[src/rtl/ml_qspi_master.sv]
// Quad-SPI host engine toward the MARLANN accelerator: one byte per handshake,
// shifted as two nibbles in SPI mode 0, with chip-select framing and irq/err sync.
`timescale 1ns/1ps
module ml_qspi_master #(
  parameter int unsigned CLKDIV = 2
) (
  input  logic       clk,
  input  logic       resetn,
  input  logic       cmd_valid,
  output logic       cmd_ready,
  input  logic [7:0] cmd_data,
  input  logic       cmd_read,
  input  logic       cmd_last,
  output logic       rsp_valid,
  output logic [7:0] rsp_data,
  output logic       busy,
  output logic       ml_clk,
  output logic       ml_csb,
  output logic [3:0] io_do,
  output logic [3:0] io_oe,
  input  logic [3:0] io_di,
  input  logic       ml_irq,
  input  logic       ml_err,
  input  logic       err_clear,
  output logic       irq,
  output logic       err_flag
);

  localparam logic [7:0] HM1 = 8'(CLKDIV - 1);

  typedef enum logic [1:0] {S_IDLE, S_SHIFT, S_WAIT, S_END} state_e;

  state_e     state_q, state_d;
  logic [7:0] cnt_q, cnt_d;
  logic [1:0] ph_q, ph_d;
  logic       sclk_q, sclk_d;
  logic       csb_q, csb_d;
  logic [3:0] oe_q, oe_d;
  logic [3:0] do_q, do_d;
  logic       rv_q, rv_d;
  logic [7:0] rd_q, rd_d;
  logic       errf_q, errf_d;
  logic       irq_s1_q, irq_s2_q, err_s1_q, err_s2_q;

  logic [3:0] lo_q;
  logic       read_q, last_q;

  logic accept, wrap;

  assign cmd_ready = resetn && (state_q == S_IDLE || state_q == S_WAIT);
  assign accept    = cmd_valid && cmd_ready;
  assign wrap      = (cnt_q == 8'd0);

  assign busy      = (state_q != S_IDLE);
  assign ml_clk    = sclk_q;
  assign ml_csb    = csb_q;
  assign io_oe     = oe_q;
  assign io_do     = do_q;
  assign rsp_valid = rv_q;
  assign rsp_data  = rd_q;
  assign irq       = irq_s2_q;
  assign err_flag  = errf_q;

  always_comb begin
    state_d = state_q;
    cnt_d   = cnt_q;
    ph_d    = ph_q;
    sclk_d  = sclk_q;
    csb_d   = csb_q;
    oe_d    = oe_q;
    do_d    = do_q;
    rv_d    = 1'b0;
    rd_d    = rd_q;
    errf_d  = err_s2_q ? 1'b1 : (err_clear ? 1'b0 : errf_q);

    case (state_q)
      S_IDLE, S_WAIT: begin
        if (accept) begin
          state_d = S_SHIFT;
          cnt_d   = HM1;
          ph_d    = 2'd0;
          csb_d   = 1'b0;
          sclk_d  = 1'b0;
          // Turnaround lands the cycle after accept; first rise is still H cycles away.
          if (cmd_read) begin
            oe_d = 4'h0;
            do_d = 4'h0;
          end else begin
            oe_d = 4'hF;
            do_d = cmd_data[7:4];
          end
        end
      end
      S_SHIFT: begin
        if (wrap) begin
          cnt_d = HM1;
          ph_d  = 2'(ph_q + 2'd1);
          case (ph_q)
            2'd0: sclk_d = 1'b1;
            2'd1: begin
              sclk_d = 1'b0;
              if (read_q) rd_d[7:4] = io_di;
              else        do_d      = lo_q;
            end
            2'd2: sclk_d = 1'b1;
            default: begin
              sclk_d  = 1'b0;
              ph_d    = 2'd0;
              state_d = last_q ? S_END : S_WAIT;
              if (read_q) begin
                rd_d[3:0] = io_di;
                rv_d      = 1'b1;
              end
            end
          endcase
        end else begin
          cnt_d = cnt_q - 8'd1;
        end
      end
      default: begin
        // Two half-periods: release csb after the first, return to idle after the second.
        oe_d = 4'h0;
        if (wrap) begin
          cnt_d = HM1;
          if (ph_q == 2'd0) begin
            csb_d = 1'b1;
            ph_d  = 2'd1;
          end else begin
            state_d = S_IDLE;
            ph_d    = 2'd0;
          end
        end else begin
          cnt_d = cnt_q - 8'd1;
        end
      end
    endcase
  end

  always_ff @(posedge clk or negedge resetn) begin
    if (!resetn) begin
      state_q  <= S_IDLE;
      cnt_q    <= 8'd0;
      ph_q     <= 2'd0;
      sclk_q   <= 1'b0;
      csb_q    <= 1'b1;
      oe_q     <= 4'h0;
      do_q     <= 4'h0;
      rv_q     <= 1'b0;
      rd_q     <= 8'd0;
      errf_q   <= 1'b0;
      irq_s1_q <= 1'b0;
      irq_s2_q <= 1'b0;
      err_s1_q <= 1'b0;
      err_s2_q <= 1'b0;
    end else begin
      state_q  <= state_d;
      cnt_q    <= cnt_d;
      ph_q     <= ph_d;
      sclk_q   <= sclk_d;
      csb_q    <= csb_d;
      oe_q     <= oe_d;
      do_q     <= do_d;
      rv_q     <= rv_d;
      rd_q     <= rd_d;
      errf_q   <= errf_d;
      irq_s1_q <= ml_irq;
      irq_s2_q <= irq_s1_q;
      err_s1_q <= ml_err;
      err_s2_q <= err_s1_q;
    end
  end

  // Command fields are plain data captured on accept; no reset needed.
  always_ff @(posedge clk) begin
    if (accept) begin
      lo_q   <= cmd_data[3:0];
      read_q <= cmd_read;
      last_q <= cmd_last;
    end
  end

endmodule
[config.mk]
export PLATFORM = sky130hd
export DESIGN_NAME = ml_qspi_master
export DESIGN_NICKNAME = d
export VERILOG_FILES = /design/src/rtl/ml_qspi_master.sv
export SDC_FILE = /design/constraint.sdc
export NUM_CORES = 1
export LEC_CHECK = 0
export ABC_AREA = 1
export BUFFER_PORTS_ARGS = -buffer_cell sky130_fd_sc_hd__buf_4
export CAP_MARGIN = 20
export CORE_MARGIN = 2
export CORE_UTILIZATION = 53
export DETAILED_ROUTE_END_ITERATION = 10
export GPL_ROUTABILITY_DRIVEN = 1
export PLACE_DENSITY = 0.85
export SETUP_SLACK_MARGIN = 0.2
export SYNTH_ARGS = -nofsm -noshare
export SYNTH_HDL_FRONTEND = slang
export SYNTH_SLANG_ARGS = --single-unit
[constraint.sdc]
create_clock -name clk -period 1.6 [get_ports clk]
set_input_delay 0.08 -clock clk [delete_from_list [all_inputs] [get_ports clk]]
set_output_delay 0.08 -clock clk [all_outputs]
set_load 0.01 [all_outputs]
Yosys cells after proc, flatten, opt, wreduce, memory -nomap -nowiden:

Cells that the tools add are included.

* add/subtract/negate cells: 2
* equal/unequal tests: 10
* multiplexer cells: 38
* bitwise operators: 2
* reductions and logical operators: 22

Operators with widths (number)
* $mux 4: 7
* $mux 8: 3
* $mux 2: 9
* $pmux 4 s2: 2
* $mux 1: 13
* $reduce_and 4->1: 3
* $reduce_and 5->1: 2
* $reduce_bool 2->1: 5
* $logic_not 8->1: 1
* $ne 2x2->1 const B: 4
* $pmux 2 s2: 2
* $sub 8x1->8 const B: 1
* $reduce_and 3->1: 2
* $eq 2x1->1 const B: 2
* $eq 2x2->1 const B: 2
* $logic_not 2->1: 2
* $pmux 1 s2: 2
* $reduce_or 2->1: 2
* $ne 3x1->1 const B: 1
* $reduce_or 3->1: 1
* $add 2x1->2 const B: 1
* $logic_and 1x1->1: 2
* $ne 2x1->1 const B: 1
* $not 1->1: 2
* other kinds (2): 2

* flip-flop bits (word level): 42
* input bits: 20
* output and inout port bits: 23

Longest topological paths before layout:

* word-level depth: 6
* depth in mapped cells: 9

Worst setup path before layout:

OpenSTA, ideal clock, no wires.

* kind: reg-to-reg
* start point: reg cnt_q[0]
* end point: reg cnt_q[6]
* arrival: 1.175 ns
* data required time: 1.472 ns
* slack: 0.297 ns
* cell stages (with the launch flop): 10
* period minus slack after synthesis: 1.303 ns
* path through: dfrtp_1 inv_1 ha_1 inv_1 nor2_1 nand2_1 nand2_1 inv_1 nand3_1 o21ai_0

* word-level cells in the longest chain between the ends: 3
* elaborated cells between the ends (all ways): 4

RTL lines
* start: declaration: RTL line 34 `logic [7:0] cnt_q, cnt_d;`
* start signal: assignment: RTL line 157 `cnt_q <= cnt_d;`
* $sub 8x1->8 or $logic_not 8->1 (tied branches): RTL line 117, 133, 52
* $mux 8 *: RTL line 95, 123
* $mux 8 *

Every way passes the cells marked *; elsewhere a longest branch is shown, timed or not.
A chain may end at the register's enable or synchronous reset.

Worst setup path in the final report:

* start point: reg cnt_q[0]
* end point: reg rd_q[3] (netlist: rsp_data[3])

* word-level cells in the longest chain between the ends: 2

RTL lines
* $logic_not 8->1: RTL line 52 `assign wrap = (cnt_q == 8'd0);`
* $reduce_and 4->1 (no line)
* end signal: assignment: RTL line 164 `rd_q <= rd_d;`
* end: declaration: RTL line 41 `logic [7:0] rd_q, rd_d;`

No other way between the ends.

==> flow_summary.json <==
{
  "tritoncts.num_buffers": 5,
  "cp_max_fo": 5,
  "cp_slowest_stage_delay_ns": 0.42,
  "clock_tree_from_tritoncts": "done",
  "power.density_cell_area_nw_per_um2": 1704,
  "area.sequential_um2": 1007,
  "clkTransAtPathRegs_ns": 0.13,
  "n_antenna_cell": 0,
  "clockRootBuffer": "clkbuf_4",
  "fillers": 212,
  "place.detailed.instances": 295,
  "post_route_drc_violation_count": 0,
  "critPathBufInv": 3,
  "stdcell_count": 324,
  "clock.fmax_mhz": 705.3,
  "maximum_number_of_pins_on_one_net_before_global_route_repair": 34,
  "antenna_found_initial": 0,
  "routed-via-count": 1646,
  "slew_headroom_pct": 72.61,
  "ios": 43,
  "maxCapViolCount": 0,
  "worstPathArrival_ns": 1.72,
  "core_area_um2": 3363,
  "tns_ns": 0,
  "area_delta_synth_final_pct": 38.50,
  "slew_violations": 0,
  "chipWidth_um": 63.43,
  "fin_crit_sh_pct": 88.62,
  "synth_warn": 0,
  "gp_congestion": 0.8737,
  "worst_ir_drop_vdd_mv": 0.9377,
  "detailedPlacementHpwl_mm": 2.840,
  "cpLargestDelayFamily": "simple AND/OR/NAND/NOR gates",
  "power.static_leakage_nw": 1.286,
  "first_iter_violations": 120,
  "numClockSinks": 39,
  "dieArea_um2": 4023,
  "syn_inst": 208,
  "synthesis.area_per_instance_um2": 8.999,
  "synth_enable_flop_cells": 6,
  "grt_pass1_vias": 1615,
  "worst-path-stages": 8,
  "crit_chain": "inv_2 > ha_4 > inv_4 > nor3_4 > nand2_4 > clkinv_4 > nand2_2 > nand2_1",
  "viasPerCell": 5.080,
  "grt.overflow.total": 0,
  "drive_gt1_share_pct": 35.61,
  "start_util_pct": 55.65,
  "first_pass_grt_wire_length_mm": 7.265,
  "setup-violations-final": 0,
  "vertical_extent_of_the_die_um": 63.43,
  "placement_rows": 21,
  "finalWorstPathRequiredPeriod_ns": 1.418,
  "reg2regPathDepth": 8,
  "finClkSkew_ns": 0.01215,
  "holdCritPathClass": "in2reg",
  "clock_tree.buffer_depth": 2,
  "synth_cell_type_count": 25,
  "synth-main-ff-cell": "dfrtp_1",
  "global_route.usage.total_pct": 23.84,
  "area_used_by_multi_input_combinational_logic_um2": 790.8,
  "routed_wl_mm": 4.526,
  "final_nets": 303,
  "syn_nets": 234,
  "crit_path_top_delay_cell": "dfrtp_1",
  "rsz_0062_raised_after_global_routing": "true",
  "max_slew.worst_pin.slew_ns": 0.4108,
  "detail_route.wl_per_cell_um": 13.97,
  "final_hold_viol_count": 0,
  "place.port_buffers": 42,
  "yosys_register_bits": 39,
  "startpoint_type": "flip-flop",
  "post_synth_instance_area_um2": 1872,
  "detail-route-antenna-nets": 0,
  "whs_path_depth": 5,
  "clock_latency_ns": 0.36,
  "postSynth.asyncResetShare_pct": 84.62,
  "required_ns": 1.90,
  "crit_type": "reg2reg",
  "drt_pass1_iterations": 4,
  "run_status": "complete, no violations",
  "cts_h_tree_lvls": 2,
  "synth_sequential_area_ratio_pct": 53.81,
  "cp-end-kind": "flip-flop"
}
==> where the power goes <==
part	leakage (nW)	internal (mW)	switching, mW	total [mW]
clock network	0.0525	0.488	0.347	0.835
registers	0.442	1.29	0.225	1.52
logic	0.792	0.873	1.19	2.07
total	1.29	2.65	1.76	4.42
==> path summary, 6_finish.rpt <==
| check | from | to | slack [ns] |
|---|---|---|---|
| max reg2reg | cnt_q[0] | rsp_data[3] | 0.18 |
| max | cnt_q[0] | rsp_data[3] | 0.18 |
| min reg2reg | err_s1_q | err_s2_q | 0.37 |
| min in group asynchronous | resetn | io_oe[2] | 0.27 |
| max in group asynchronous | resetn | ml_csb | 1.00 |
| min | cmd_data[4] | io_do[0] | 0.1 |
==> layout by cell type (no fill, tap or decap), types with 5 or more instances in the layout <==
cell type and instances:
nor2_2 8, o21ai_0 11, inv_2 8, dfrtp_1 32
dlygate4sd3_1 14, clkbuf_4 5, edfxtp_1 6, nand2_1 61
buf_4 52, nand2_2 9, inv_1 16, nand3_1 18
==> per-layer routing <==
layer	routed length [um]	GRT usage (%)
met5	0	0
met4	100	9.511
met3	296	6.786
met2	2462	42.89
met1	1666	26.27
==> final cells by class <==
class,count,area share (%)
inverter,26,4.054
clock buffer,6,1.593
clock inverter,2,2.317
sequential,39,38.85
tap,46,2.220
timing repair buffer,66,20.46
multi-input combinational,139,30.50
==> metrics by stage <==
stage	hold slack, ns	area [um^2]	power [mW]	setup slack [ns]	util (%)
2_1_floorplan	-0.2156	1872	2.684	0.2969	-
3_3_place_gp	0.1369	2233	3.188	0.2127	66.41
3_5_place_dp	0.1404	2233	3.266	0.1373	66.41
4_1_cts	0.1151	2512	4.192	0.2150	74.70
5_1_grt	0.1081	2592	4.702	0.1109	77.08
6_report	0.09988	2592	4.417	0.1821	77.08
==> registers in the layout (all words and copies together), names as in the netlist, 2 cells and up <==
| name | count |
|---|---|
| io_do | 4 |
| ph_q | 2 |
| cnt_q | 8 |
| state_q | 2 |
| lo_q | 4 |
| rsp_data | 8 |
==> synth_stat cells (2+ instances only) <==
| cell type | instances | area [um^2] |
|---|---|---|
| nand2_1 | 63 | 236.5 |
| dfrtp_1 | 32 | 800.8 |
| inv_1 | 24 | 90.09 |
| nand3_1 | 20 | 100.1 |
| o21ai_0 | 12 | 60.06 |
| nand2_2 | 8 | 50.05 |
| nor2_1 | 7 | 26.28 |
| edfxtp_1 | 6 | 180.2 |
| ha_1 | 6 | 75.07 |
| buf_4 | 4 | 30.03 |
| nor2_2 | 4 | 25.02 |
| o22ai_1 | 4 | 25.02 |
| nand4_1 | 3 | 18.77 |
| o21ai_1 | 3 | 15.01 |
| xor2_1 | 2 | 17.52 |
==> worst register-to-register path: stages, from the launching register on <==
cell and delay [ns]:
dfrtp_1 0.42, inv_2 0.10, ha_4 0.15, inv_4 0.05, nor3_4 0.33, nand2_4 0.13
clkinv_4 0.09, nand2_2 0.05, nand2_1 0.05
==> repair_timing <==
action | CTS | global route
endpoints found under the setup margin | 17 | 26
resized for setup | 6 | 22
pin swaps | 4 | 9
cloned | 1 | 0
hold buffers | 14 | 0
endpoints found under the hold margin | 50 | 0
setup buffers | 3 | 3
==> cell families (layout without fill, tap and decap cells) <==
| logic type | count (synthesis) | count (layout) | share of synthesized area [%] |
|---|---|---|---|
| buffers and inverters | 31 | 100 | 7.687 |
| xor gates and xnor gates | 3 | 3 | 1.404 |
| and+or+nand+nor | 108 | 109 | 26.94 |
| DFF | 39 | 39 | 53.81 |
| AOI/OAI and AO/OA | 21 | 21 | 6.150 |
| adders and majority gates | 6 | 6 | 4.011 |
(Power assumes the default switching activity.)
